[src/rtl/pipeline_pkg.sv]
// Shared encodings for the pipeline hazard/sequencing logic.
// Latency: n/a (types, constants, pure helper function).
// Backpressure: n/a.
package pipeline_pkg;

    typedef enum logic [1:0] {
        ST_IDLE   = 2'd0,
        ST_RUN    = 2'd1,
        ST_DRAIN  = 2'd2,
        ST_HALTED = 2'd3
    } state_t;

    localparam logic [1:0] FWD_RF  = 2'b00;
    localparam logic [1:0] FWD_WB  = 2'b01;
    localparam logic [1:0] FWD_MEM = 2'b10;

    localparam logic [1:0] DRAIN_LOAD = 2'd1;

    // M-stage result is younger than W, so it wins when both match.
    function automatic logic [1:0] fwd_sel(
        input logic [4:0] rs,
        input logic [4:0] rd_m,
        input logic       wr_m,
        input logic [4:0] rd_w,
        input logic       wr_w
    );
        if (wr_m && (rd_m != 5'd0) && (rd_m == rs))
            return FWD_MEM;
        else if (wr_w && (rd_w != 5'd0) && (rd_w == rs))
            return FWD_WB;
        else
            return FWD_RF;
    endfunction

endpackage

[src/rtl/forwarding_unit.sv]
// EX-stage operand forwarding select for both ALU sources.
// Latency: purely combinational, zero cycles.
// Backpressure: none; always valid from current RS/RD/RegWrite inputs.
module forwarding_unit
    import pipeline_pkg::*;
(
    input  logic [4:0] RS1_E,
    input  logic [4:0] RS2_E,
    input  logic [4:0] RD_M,
    input  logic [4:0] RDW,
    input  logic       RegWriteM,
    input  logic       RegWriteW,
    output logic [1:0] ForwardAE,
    output logic [1:0] ForwardBE
);

    assign ForwardAE = fwd_sel(RS1_E, RD_M, RegWriteM, RDW, RegWriteW);
    assign ForwardBE = fwd_sel(RS2_E, RD_M, RegWriteM, RDW, RegWriteW);

endmodule

[src/rtl/hazard_ctrl.sv]
// Pipeline run-state FSM, load-use stall, branch flush and forwarding; counters under HAZARD_PERF_CNT_EN.
// Latency: stall/flush/forward combinational; running/halted/counters registered (1 cycle).
// Backpressure: stalls F/D on load-use or halt accept; freezes whole front end outside RUN.
module hazard_ctrl
    import pipeline_pkg::*;
(
    input  logic        clk,
    input  logic        rst,
    input  logic        start,
    input  logic        halt_req,
    input  logic [4:0]  RS1_D,
    input  logic [4:0]  RS2_D,
    input  logic [4:0]  RS1_E,
    input  logic [4:0]  RS2_E,
    input  logic [4:0]  RD_E,
    input  logic [4:0]  RD_M,
    input  logic [4:0]  RDW,
    input  logic        ResultSrcE,
    input  logic        RegWriteM,
    input  logic        RegWriteW,
    input  logic        PCSrcE,
    output logic        StallF,
    output logic        StallD,
    output logic        FlushD,
    output logic        FlushE,
    output logic [1:0]  ForwardAE,
    output logic [1:0]  ForwardBE,
    output logic        running,
    output logic        halted,
    output logic [31:0] cycle_cnt,
    output logic [31:0] stall_cnt,
    output logic [31:0] flush_cnt
);

    state_t     state, next_state;
    logic [1:0] drain_cnt, drain_nxt;
    logic       lw_stall;
    logic       halt_acc;

    assign lw_stall = ResultSrcE && (RD_E != 5'd0) &&
                      ((RD_E == RS1_D) || (RD_E == RS2_D));

    always_ff @(posedge clk) begin
        if (rst) begin
            state     <= ST_IDLE;
            drain_cnt <= 2'd0;
            running   <= 1'b0;
            halted    <= 1'b0;
        end else begin
            state     <= next_state;
            drain_cnt <= drain_nxt;
            running   <= (next_state == ST_RUN);
            halted    <= (next_state == ST_HALTED);
        end
    end

    always_comb begin
        next_state = state;
        drain_nxt  = drain_cnt;
        halt_acc   = 1'b0;
        StallF     = 1'b1;
        StallD     = 1'b1;
        FlushD     = 1'b1;
        FlushE     = 1'b1;
        case (state)
            ST_IDLE: begin
                if (start)
                    next_state = ST_RUN;
            end
            ST_RUN: begin
                // A taken branch flushes the EBREAK, so it can never be accepted alongside PCSrcE.
                halt_acc = halt_req && !PCSrcE && !lw_stall;
                StallD   = lw_stall && !PCSrcE;
                StallF   = (lw_stall && !PCSrcE) || halt_acc;
                FlushD   = PCSrcE || halt_acc;
                FlushE   = lw_stall || PCSrcE || halt_acc;
                if (halt_acc) begin
                    next_state = ST_DRAIN;
                    drain_nxt  = DRAIN_LOAD;
                end
            end
            ST_DRAIN: begin
                if (drain_cnt == 2'd0)
                    next_state = ST_HALTED;
                else
                    drain_nxt = drain_cnt - 2'd1;
            end
            ST_HALTED: begin
                next_state = ST_HALTED;
            end
            default: begin
                next_state = ST_IDLE;
            end
        endcase
        if (rst) begin
            StallF = 1'b1;
            StallD = 1'b1;
            FlushD = 1'b1;
            FlushE = 1'b1;
        end
    end

    forwarding_unit u_fwd (
        .RS1_E     (RS1_E),
        .RS2_E     (RS2_E),
        .RD_M      (RD_M),
        .RDW       (RDW),
        .RegWriteM (RegWriteM),
        .RegWriteW (RegWriteW),
        .ForwardAE (ForwardAE),
        .ForwardBE (ForwardBE)
    );

`ifdef HAZARD_PERF_CNT_EN
    logic [31:0] cycle_q, stall_q, flush_q;
    logic        stall_evt, flush_evt;

    assign stall_evt = (state == ST_RUN) && lw_stall && !PCSrcE;
    assign flush_evt = (state == ST_RUN) && PCSrcE;

    always_ff @(posedge clk) begin
        if (rst) begin
            cycle_q <= 32'd0;
            stall_q <= 32'd0;
            flush_q <= 32'd0;
        end else begin
            if ((state == ST_RUN) || (state == ST_DRAIN))
                cycle_q <= cycle_q + 32'd1;
            if (stall_evt)
                stall_q <= stall_q + 32'd1;
            if (flush_evt)
                flush_q <= flush_q + 32'd1;
        end
    end

    assign cycle_cnt = cycle_q;
    assign stall_cnt = stall_q;
    assign flush_cnt = flush_q;
`else
    assign cycle_cnt = 32'd0;
    assign stall_cnt = 32'd0;
    assign flush_cnt = 32'd0;
`endif

endmodule

[config.mk]
export PLATFORM = sky130hd
export DESIGN_NAME = hazard_ctrl
export DESIGN_NICKNAME = d
export VERILOG_FILES = /design/src/rtl/pipeline_pkg.sv /design/src/rtl/forwarding_unit.sv /design/src/rtl/hazard_ctrl.sv
export SDC_FILE = /design/constraint.sdc
export NUM_CORES = 1
export LEC_CHECK = 0
export ABC_AREA = 1
export BUFFER_PORTS_ARGS = -buffer_cell sky130_fd_sc_hd__buf_4
export CAP_MARGIN = 20
export CORE_AREA = 5 5 68 70
export CTS_BUF_LIST = sky130_fd_sc_hd__clkbuf_4
export DETAILED_ROUTE_END_ITERATION = 12
export DIE_AREA = 0 0 73 75
export PLACE_DENSITY = 0.86
export SLEW_MARGIN = 20
export SYNTH_ARGS = -nofsm -noshare
export SYNTH_HDL_FRONTEND = slang
export SYNTH_SLANG_ARGS = --single-unit
export TNS_END_PERCENT = 100
[constraint.sdc]
create_clock -name clk -period 2 [get_ports clk]
set_clock_uncertainty 0.2 [all_clocks]
set_input_delay 0.2 -clock clk [delete_from_list [all_inputs] [get_ports clk]]
set_output_delay 0.2 -clock clk [all_outputs]
set_load 0.02 [all_outputs]
==> impl_metrics.ini <==
[placement]
gp_congestion = 0.830
placedCellCount = 333
dp_hpwl_um = 3000
portBuffers = 52

[synth]
post_synth_main_area_contributors = buf_4 (46%), dfxtp_1 (7.7%), nand2_1 (7.3%)
synth_top_area_share = 0.465
synth_seq_cells = 6
netlist-cell-type-count = 27
syn_inst = 232
yosysMostFrequentCell = buf_4
synth_largest_area_cell = buf_4
yosys_warnings = 0
ys_seq_area_frac = 0.0775
syn_avg_cell_area_sq_um = 6.68
synthTopCellsByCount = buf_4 (96), nand2_1 (30), inv_1 (19)
synth_area_sq_um = 1550
synth_edf_count = 0
synth_flop_cell = dfxtp_1
synthArstFlopShare = 0

[min_path]
min_path_type = in2reg

[power]
ir_drop_uv = 121
power.total_mw = 0.660
p_leak_nw = 1.00
p_per_area_nw_per_um2 = 395

[sta]
maxSlewViolCount = 0
setup_violations = 0
hold_ws_ns = 0.0850
hold_viol = 0
final.setup.tns_ns = 0
fin_crit_ns = 1.86
max_freq_mhz = 539
final.period_utilization = 0.928
rsz0062_at_grt = no

[setup_path]
start_kind = input pin
cp.arrival_ns = 1.46
path_class = in2out
required_ns = 1.60
critical_path.max_fanout = 4
crit_path_end_kind = output pin

[drt]
drtIter0Drc = 35
route.detailed.drc = 0
first_pass_iters = 4
antenna_left = 0
wl_um = 3250
avgRoutedWirePerCell_um = 9.64
vias = 1277
viasPerCell = 3.79

[clocking]
clkSlewWorstSetupHoldPaths_ns = 0.05
h-tree-depth = 1
cts.sinks = 6
cts-root-buf = clkbuf_4
cts_setup_buffers = 0
cts_made_buffers = 3
clockBufferDepth = 2
cts_tree = done
clk_latency_ns = 0.25

[global_routing]
grt_pass1_wl_um = 4670
grt_pass1_vias = 1169
grt_max_degree = 7
overflow = 0
track_usage = 0.106
grt_antenna_before_repair = 0

[floorplanning]
ioPinCount = 149
rows = 23
die_w_um = 73
core_sq_um = 3910
dieHeight_um = 75
initial_utilization = 0.396
dieArea_sq_um = 5480

[cells_and_area]
regArea_sq_um = 120
nFillCells = 420
nets = 333
num_antenna_cells = 0
multi_input_area_sq_um = 968
synthToLayoutAreaGrowth_pct = 7.83
layout.cells.non_filler = 337
drive_above_1_share = 0.254

[run_status]
status = completed

[flow_run]
cap_violations = 0
[metal layers]
layer | routed length (um) | share of wire | up-vias | track usage
li1 | - | - | 633 | -
met1 | 1050 | 0.32 | 557 | 0.109
met2 | 1760 | 0.54 | 83 | 0.210
met3 | 389 | 0.12 | 4 | 0.0147
met4 | 45 | 0.014 | 0 | 0.0492
met5 | 0 | 0 | - | 0
[area by class of cell]
type	count	area share
clock buffer	3	0.0135
timing repair buffer	53	0.240
sequential	6	0.0719
multi-input combinational	199	0.579
tap	50	0.0374
inverter	26	0.0584
[cell usage in the layout, fill, tap and decap left out]
master,count
o41ai_1,1
ha_1,1
nand4_1,3
nand2_1,30
xnor2_1,11
nand3_2,2
nand2_2,4
dfxtp_1,6
nor4_1,3
nor3_1,3
a21oi_1,2
buf_4,52
o211ai_1,1
or4_1,1
dlygate4sd3_1,1
nor2_1,15
nand3_1,6
or2_2,2
xor2_1,11
clkinv_1,1
inv_2,6
nand2_4,1
nor2_2,1
nor2_4,1
inv_1,19
conb_1,96
o41ai_2,1
o21ai_0,3
clkbuf_4,3
[where the power goes]
part | internal, mW | leakage [nW] | switching (mW) | total (mW)
Clock | 0.0680 | 0.0138 | 0.0461 | 0.114
Combinational | 0.125 | 0.938 | 0.283 | 0.409
Sequential | 0.130 | 0.0493 | 0.00663 | 0.137
[cells by family (layout without fill, tap and decap cells)]
family,Yosys count,count (layout),share of synthesized area
buf+inv,122,82,0.528
fa+ha+maj,1,1,0.00807
flops,6,6,0.0775
compound gates,8,8,0.0371
other cells,1,96,0.00242
simple gates,72,72,0.223
xor+xnor,22,22,0.124
[state kept, by name (all words and copies together), names as in the netlist]
register,flops
halted,1
drain_cnt,2
running,1
state,2
[critical path, stage by stage]
cell           delay [ns]
dlygate4sd3_1        0.54
buf_4                0.15
nor3_1               0.25
nand4_1              0.14
buf_4                0.17
[path summary, 6_finish.rpt]
kind | depth (start not counted) | slack (ns) | from | to
max | 5 | 0.14 | rst | FlushE
min | 5 | 0.09 | start | state[0]$_SDFF_PP0_
max reg2reg | 4 | 0.53 | state[1]$_SDFF_PP0_ | drain_cnt[0]$_SDFFE_PP0P_
min reg2reg | 2 | 0.28 | drain_cnt[0]$_SDFFE_PP0P_ | drain_cnt[0]$_SDFFE_PP0P_
[metrics by stage]
stage | instance area (sq um) | util | worst slack [ns]
after floorplan | 1910 | - | 0.160
final | 1670 | 0.427 | 0.144
after global routing | 1670 | 0.427 | 0.0256
after CTS | 1670 | 0.427 | 0.146
after detailed placement | 1640 | 0.419 | 0.342
after global placement | 1640 | 0.419 | 0.368
[repair_timing]
item | 4_1_cts | 5_1_grt
resized for setup | 0 | 0
endpoints found under the hold margin | 2 | 0
hold buffers | 1 | 0
(Power assumes the default switching activity.)
